===== src/rtl/glitch_delay_filter_if.sv =====
// glitch_delay_filter_if: enable, channel inputs and filtered outputs of the delay/filter block
interface glitch_delay_filter_if #(
    parameter int CH   = 2,
    parameter int CNTW = 8
);
    logic            en;
    logic [CH-1:0]   din;
    logic            cnt_clr;
    logic [CH-1:0]   dout_trans;
    logic [CH-1:0]   dout_inert;
    logic [CH-1:0]   drop;
    logic [CNTW-1:0] drop_cnt;
    modport master (output en, din, cnt_clr, input dout_trans, dout_inert, drop, drop_cnt);
    modport slave (input en, din, cnt_clr, output dout_trans, dout_inert, drop, drop_cnt);
endinterface


===== src/rtl/glitch_delay_filter.sv =====
// glitch_delay_filter: per-channel transport delay plus inertial filter with rejected-pulse counting
module glitch_delay_filter #(
    parameter int CH    = 2,
    parameter int DELAY = 4,
    parameter int FILT  = 3,
    parameter int CNTW  = 8
) (
    input logic clk,
    input logic rst,
    glitch_delay_filter_if.slave bus
);
    localparam int FW = $clog2(FILT) + 1;
    localparam int SW = CNTW + $clog2(CH + 1) + 1;
    logic [CH-1:0]   sr [DELAY];
    logic [CH-1:0]   q;
    logic [CH-1:0]   drop;
    logic [CH-1:0]   hit;
    logic [FW-1:0]   f [CH];
    logic [CNTW-1:0] cnt;
    logic [SW-1:0]   sum;
    // a return to q with a non-zero counter is an excursion shorter than FILT
    always_comb begin
        hit = '0;
        sum = SW'(cnt);
        for (int c = 0; c < CH; c++) begin
            hit[c] = (bus.din[c] == q[c]) && (f[c] != '0);
            sum = sum + SW'(hit[c]);
        end
    end
    always_ff @(posedge clk) begin
        if (rst) begin
            for (int i = 0; i < DELAY; i++) sr[i] <= '0;
            for (int c = 0; c < CH; c++) f[c] <= '0;
            q    <= '0;
            drop <= '0;
            cnt  <= '0;
        end else if (!bus.en) begin
            drop <= '0;
        end else begin
            sr[0] <= bus.din;
            for (int i = 1; i < DELAY; i++) sr[i] <= sr[i-1];
            for (int c = 0; c < CH; c++) begin
                if (bus.din[c] == q[c]) begin
                    f[c] <= '0;
                end else if (f[c] == FW'(FILT - 1)) begin
                    q[c] <= bus.din[c];
                    f[c] <= '0;
                end else begin
                    f[c] <= f[c] + FW'(1);
                end
            end
            drop <= hit;
            cnt  <= bus.cnt_clr ? '0 : (sum > SW'({CNTW{1'b1}})) ? '1 : sum[CNTW-1:0];
        end
    end
    assign bus.dout_trans = sr[DELAY-1];
    assign bus.dout_inert = q;
    assign bus.drop       = drop;
    assign bus.drop_cnt   = cnt;
endmodule


===== src/flat_wrapper.sv =====
// flat-port wrapper written by rule: the top's interface ports become plain ports
module glitch_delay_filter_flat 
#(
    parameter int CH    = 2,
    parameter int DELAY = 4,
    parameter int FILT  = 3,
    parameter int CNTW  = 8
)
  (clk, rst, bus_en, bus_din, bus_cnt_clr, bus_dout_trans, bus_dout_inert, bus_drop, bus_drop_cnt);
  glitch_delay_filter_if #(.CH(CH), .CNTW(CNTW)) bus_i ();
  input logic clk;
  input logic rst;
  input wire logic [$bits(bus_i.en)-1:0] bus_en;
  input wire logic [$bits(bus_i.din)-1:0] bus_din;
  input wire logic [$bits(bus_i.cnt_clr)-1:0] bus_cnt_clr;
  output wire logic [$bits(bus_i.dout_trans)-1:0] bus_dout_trans;
  output wire logic [$bits(bus_i.dout_inert)-1:0] bus_dout_inert;
  output wire logic [$bits(bus_i.drop)-1:0] bus_drop;
  output wire logic [$bits(bus_i.drop_cnt)-1:0] bus_drop_cnt;
  assign bus_i.en = bus_en;
  assign bus_i.din = bus_din;
  assign bus_i.cnt_clr = bus_cnt_clr;
  assign bus_dout_trans = bus_i.dout_trans;
  assign bus_dout_inert = bus_i.dout_inert;
  assign bus_drop = bus_i.drop;
  assign bus_drop_cnt = bus_i.drop_cnt;
  glitch_delay_filter #(.CH(CH), .DELAY(DELAY), .FILT(FILT), .CNTW(CNTW)) u_core (.clk(clk), .rst(rst), .bus(bus_i));
endmodule

===== config.mk =====
export PLATFORM = sky130hd
export DESIGN_NAME = glitch_delay_filter_flat
export DESIGN_NICKNAME = d
export VERILOG_FILES = /design/src/rtl/glitch_delay_filter_if.sv /design/src/rtl/glitch_delay_filter.sv /design/src/flat_wrapper.sv
export SDC_FILE = /design/constraint.sdc
export NUM_CORES = 1
export LEC_CHECK = 0
export ABC_CLOCK_PERIOD_IN_PS = 3700
export BUFFER_PORTS_ARGS = -buffer_cell sky130_fd_sc_hd__clkbuf_2
export CAP_MARGIN = 0
export CORE_MARGIN = 3
export CORE_UTILIZATION = 27
export CTS_BUF_LIST = sky130_fd_sc_hd__clkbuf_8
export CTS_CLUSTER_SIZE = 40
export DETAILED_ROUTE_END_ITERATION = 8
export GPL_ROUTABILITY_DRIVEN = 0
export PLACE_DENSITY = 0.5
export SETUP_SLACK_MARGIN = 0.02
export SLEW_MARGIN = 0
export SYNTH_ARGS = -nofsm -noshare
export SYNTH_HDL_FRONTEND = slang
export SYNTH_SLANG_ARGS = --single-unit
export TNS_END_PERCENT = 20

===== constraint.sdc =====
create_clock -name clk -period 3.7 [get_ports clk]
set_input_delay 0.74 -clock clk [delete_from_list [all_inputs] [get_ports clk]]
set_output_delay 0.74 -clock clk [all_outputs]
set_load 0.02 [all_outputs]

## After elaboration in Yosys (flattened, before gate mapping)

Memories as Yosys holds them, arrays and structs flattened.
Index checks and enable logic that the tools add are counted.

| storage, ports and cells | value |
|---|---|
| register bits after elaboration | 12 |
| RAM bits | 14 |
| input bits | 6 |
| output and inout bits | 14 |
| word-level logic and storage cells | 80 |
| memories | 2 |

| operators by class | value |
|---|---|
| add/subtract/negate cells | 4 |
| magnitude comparators | 1 |
| equality and inequality tests | 4 |
| multiplexer cells | 45 |
| bitwise gates (word level) | 13 |
| reduce and logical (&&, ||, !) cells | 7 |

Memories:

| memory | depth | width | read ports | clocked after Yosys merged registers in | wr ports | line | text |
|---|---|---|---|---|---|---|---|
| u_core.sr | 4 | 2 | 4 | 0 | 4 | glitch_delay_filter.sv:14 | `logic [CH-1:0] sr [DELAY];` |
| u_core.f | 2 | 3 | 2 | 0 | 2 | glitch_delay_filter.sv:18 | `logic [FW-1:0] f [CH];` |

Operators with widths:

| cell | count |
|---|---|
| 2-to-1 mux 1 bit | 33 |
| 2-to-1 mux 3 bit | 6 |
| 2-to-1 mux 8 bit | 2 |
| adder 11 x 1 -> 11 bit | 1 |
| > comparator 11 x 8 -> 1 bit, second input constant | 1 |
| OR 1 bit | 10 |
| adder 8 x 1 -> 9 bit | 1 |
| 2-to-1 mux 2 bit | 4 |
| adder 3 x 1 -> 3 bit, second input constant | 2 |
| == test 3 x 2 -> 1 bit, second input constant | 2 |
| AND reduction 3 bit | 2 |
| nonzero test 3 bit | 2 |
| NOT 1 bit | 3 |
| == test 1 bit | 2 |
| logical AND 1 bit | 2 |
| OR reduction 2 bit | 1 |

## Logic depth before layout (Yosys ltp)

An unclocked memory read counts as a cell.

| logic depth | value |
|---|---|
| depth after elaboration | 9 |
| depth in mapped cells | 11 |

## Least setup slack after synthesis

OpenSTA, ideal clock, no wires.

| timing path | value |
|---|---|
| path kind | input port to flip-flop |
| start | input port bus_din[0] |
| end | register u_core.cnt[4], in the netlist u_core.bus.drop_cnt[4] |
| library setup time | 0.063 ns |
| arrival time | 2.400 ns |
| slack | 1.237 ns |
| stages | 10 |
| cells stage by stage | xor2_1 -> a21oi_1 -> ha_1 -> ha_1 -> ha_1 -> o21ai_0 -> o21ai_1 -> a211oi_1 -> o21ai_0 -> nand3_1 |

| between the ends | value |
|---|---|
| word-level cells in the longest chain between the ends | 7 |

RTL lines:

| element | line | text |
|---|---|---|
| start: declaration | flat_wrapper.sv:14 | `input wire logic [$bits(bus_i.din)-1:0] bus_din;` |
| == test 1 bit (*) | glitch_delay_filter.sv:26 | `hit[c] = (bus.din[c] == q[c]) && (f[c] != '0);` |
| logical AND 1 bit (*) | glitch_delay_filter.sv:26 |  |
| via u_core.hit[0] | glitch_delay_filter.sv:17 | `logic [CH-1:0] hit;` |
| adder 8 x 1 -> 9 bit (*) | glitch_delay_filter.sv:27 | `sum = sum + SW'(hit[c]);` |
| adder 11 x 1 -> 11 bit (*) | glitch_delay_filter.sv:27 |  |
| > comparator 11 x 8 -> 1 bit | glitch_delay_filter.sv:53 | `cnt <= bus.cnt_clr ? '0 : (sum > SW'({CNTW{1'b1}})) ? '1 : sum[CNTW-1:0];` |
| 2-to-1 mux 8 bit (*) (2 in series) | glitch_delay_filter.sv:53 |  |
| end signal: assignment | glitch_delay_filter.sv:53 |  |
| end: declaration | glitch_delay_filter.sv:19 | `logic [CNTW-1:0] cnt;` |

Mark *: on every way through the listed nets, which the timed path passes. The rest lies on a longest branch.
A chain may end at the register's enable or synchronous reset.

## Final worst setup path

Same ends and word-level chain as after synthesis.

==> impl_metrics.yaml <==
clock_network:
  ctsHoldBuffers: 0
  clock_path_buffers: 2
  h-tree-depth: 1
  root_buffer: "clkbuf_8"
  clock_latency_ns: 0.27
  cts_buffers: 3
  cts_tree: "built"
  cts_setup_buffers: 0
  cts_sinks: 26
  clk_pin_slew_ns: 0.09
  ctsResizeCount: 0
logic_synthesis:
  ys_async_sr_fraction_pct: 0
  ys_ff_latch: 26
  syn_inst: 164
  syn_area_um2: 1580
  avgSynthCellArea_um2: 9.66
  synth_fp_nets: 181
  synth-edff-count: 14
  synth_ff_type: "edfxtp_1"
  ys_warn_count: 0
  yosysSeqAreaShare_pct: 41.7
  synth.distinct_cells: 49
floorplanning:
  core-area_um2: 5610
  ios: 20
  std_cell_rows: 27
  die_area_um2: 6820
  chipWidth_um: 82.6
  die_h_um: 82.6
  initial_core_util_pct: 28.2
timing:
  setup_ws_ns: 1.22
  clock_skew_ns: 0.00541
  tightest_slew_ns: 0.681
  fmax_mhz: 403
  finalCritPeriodShare_pct: 67.1
  setup_viol: 0
  rsz0062_at_grt: "false"
  slew_violations: 0
  fin_setup_tns_ns: 0
  fin_crit_ns: 2.48
  hold_violations: 0
  max_slew_margin_pct: 54.4
finish:
  n_fill_cell: 595
  drive_gt1_share_pct: 18.8
  nNetsFinal: 199
  fin_area_um2: 1810
  n_antenna_cell: 0
  syn2layout_area_growth_pct: 14.2
pwr:
  leakagePower_nw: 0.726
  vdd_ir_drop_max_v: 0.000223
  p_per_area_nw_per_um2: 339
routing:
  dr_total_vias: 1198
  drt_first_pass_iters: 4
  post_drt_via_cell_ratio: 4.74
  antenna_left: 0
  wl_per_cell_um: 12.7
  drt_iter0_markers: 41
  drcViolationCount: 0
  totalWireLength_mm: 3.22
hold_path:
  hp-class: "reg -> reg"
grt:
  grt-busiest-layer: "met2"
  grt_pass1_vias: 1106
  use_met1_pct: 15.1
  grt-ovfl-total: 0
  grt_max_degree: 16
  met3_usage_pct: 1.95
  grt_antenna_before_repair: 0
  grt_pass1_wl_mm: 5.45
  met2_usage_pct: 16.2
  grt_usage_pct: 10.6
critical_path:
  cp_top_family: "compound AO/OA/AOI/OAI gates"
  critPathBufInv: 1
  crit_path_start_kind: "input pin"
  path_cells: "clkbuf_2 -> xor2_1 -> a21oi_1 -> ha_1 -> ha_1 -> ha_1 -> o21ai_0 -> o21ai_1 -> a211oi_1 -> o21ai_0 -> nand3_1"
  critPathArrivalTime_ns: 2.70
  crit_slowest_cell: "ha_1"
  critPathRequiredTime_ns: 3.92
  critPathMaxFanout: 4
  slowest_delay_ns: 0.28
  crit_type: "in -> reg"
  cp-end-kind: "flip-flop"
  crit_top_cell: "ha_1"
outcome:
  run_status: "completed"
place:
  port_buffers: 19
  place_area_um2: 1740
  dp_hpwl_mm: 2.38
  dp_slack_ns: 0.929
run:
  cap_violations: 0
[layout by cell type (no fill, tap or decap), types with 2 or more instances in the layout]
cell | synthesis | routed
nor3b_1 | 2 | 2
clkbuf_2 | 0 | 19
ha_1 | 11 | 11
a21oi_1 | 7 | 7
nor2_1 | 8 | 8
nand4_1 | 2 | 2
edfxtp_1 | 14 | 14
xor2_1 | 3 | 3
nand2_1 | 17 | 17
and2_1 | 11 | 11
o21ai_0 | 5 | 5
nand4b_1 | 2 | 2
nor3_1 | 6 | 6
mux2i_1 | 2 | 2
clkbuf_8 | 0 | 3
inv_1 | 12 | 12
dfxtp_1 | 12 | 12
or3_1 | 2 | 2
a22oi_1 | 4 | 4
nand3_1 | 7 | 7
nor2b_1 | 3 | 3
o21ai_1 | 2 | 2
[area by class of cell]
type	count	area [um2]	area share, %
well taps	72	90.1	4.98
clock buffers	3	41.3	2.28
multi-input cells	120	847	46.8
repair buffers	19	95.1	5.26
inverters	12	45.0	2.49
flip-flops and latches	26	661	36.5
clock inverters	1	30.0	1.66
[layer usage]
metal / routed length (um) / share of wire [%] / vias up
li1: - / - / 627
met1: 1680 / 52 / 545
met2: 1370 / 43 / 24
met3: 124 / 3.9 / 2
met4: 40 / 1.2 / 0
met5: 0 / 0 / -
[synth_stat cells (2+ instances only)]
cell type	number	area share [%]
nor3b_1	2	0.95
or3_1	2	0.79
buf_2	4	1.3
nand2_1	17	4.0
nor2b_1	3	1.2
a22oi_1	4	1.9
ha_1	11	8.7
a21oi_1	7	2.2
nand4b_1	2	1.1
xor2_1	3	1.7
o21ai_0	5	1.6
nor3_1	6	1.9
nand4_1	2	0.79
nand3_1	7	2.2
dfxtp_1	12	15
nor2_1	8	1.9
inv_1	12	2.8
and2_1	11	4.3
o21ai_1	2	0.63
mux2i_1	2	1.3
edfxtp_1	14	27
[report_power, final]
part           internal [mW]  total, mW  switching [mW]
sequential             0.317      0.324         0.00731
combinational         0.0198     0.0550          0.0352
clock                  0.145      0.234          0.0898
[state kept, by name, summed over array words and instances (netlist names)]
register	cells
u_core.bus.dout_inert	2
u_core.bus.drop	2
u_core.bus.drop_cnt	8
u_core.f	6
u_core.sr	8
[logic make-up after synthesis]
logic type      share of synthesized area [%]
compound gates                           17.3
xor+xnor                                 1.66
fa+ha+maj                                8.69
buf+inv                                  4.82
flops                                    41.7
mux                                      1.26
simple gates                             24.6
[final timing paths]
check | from | endpoint | slack, ns | cells past startpoint
min | u_core.bus.dout_inert[1] | u_core.bus.dout_inert[1] | 0.49 | 2
min reg2reg | u_core.bus.dout_inert[1] | u_core.bus.dout_inert[1] | 0.49 | 2
max | bus_din[0] | u_core.bus.drop_cnt[4] | 1.22 | 11
max reg2reg | u_core.f[0][0] | u_core.bus.drop_cnt[4] | 1.28 | 11
[metrics by stage]
step           hold slack (ns)  utilization (%)  std cells  power, mW
4_1_cts                  0.494             32.3        253      0.627
3_5_place_dp             0.480             31.0        249      0.387
5_1_grt                  0.537             32.3        253      0.645
2_1_floorplan            0.497                -        164      0.367
6_report                 0.493             32.3        253      0.614
3_3_place_gp             0.478             31.0        249      0.387
[worst min-delay path: cells and delay by family (launching register included)]
family | cells | cell delay (ns)
flip-flops | 1 | 0.34
AND/OR/NAND/NOR | 1 | 0.06
AO/OA/AOI/OAI | 1 | 0.05
Note: power is estimated with default switching activity, not from simulation.
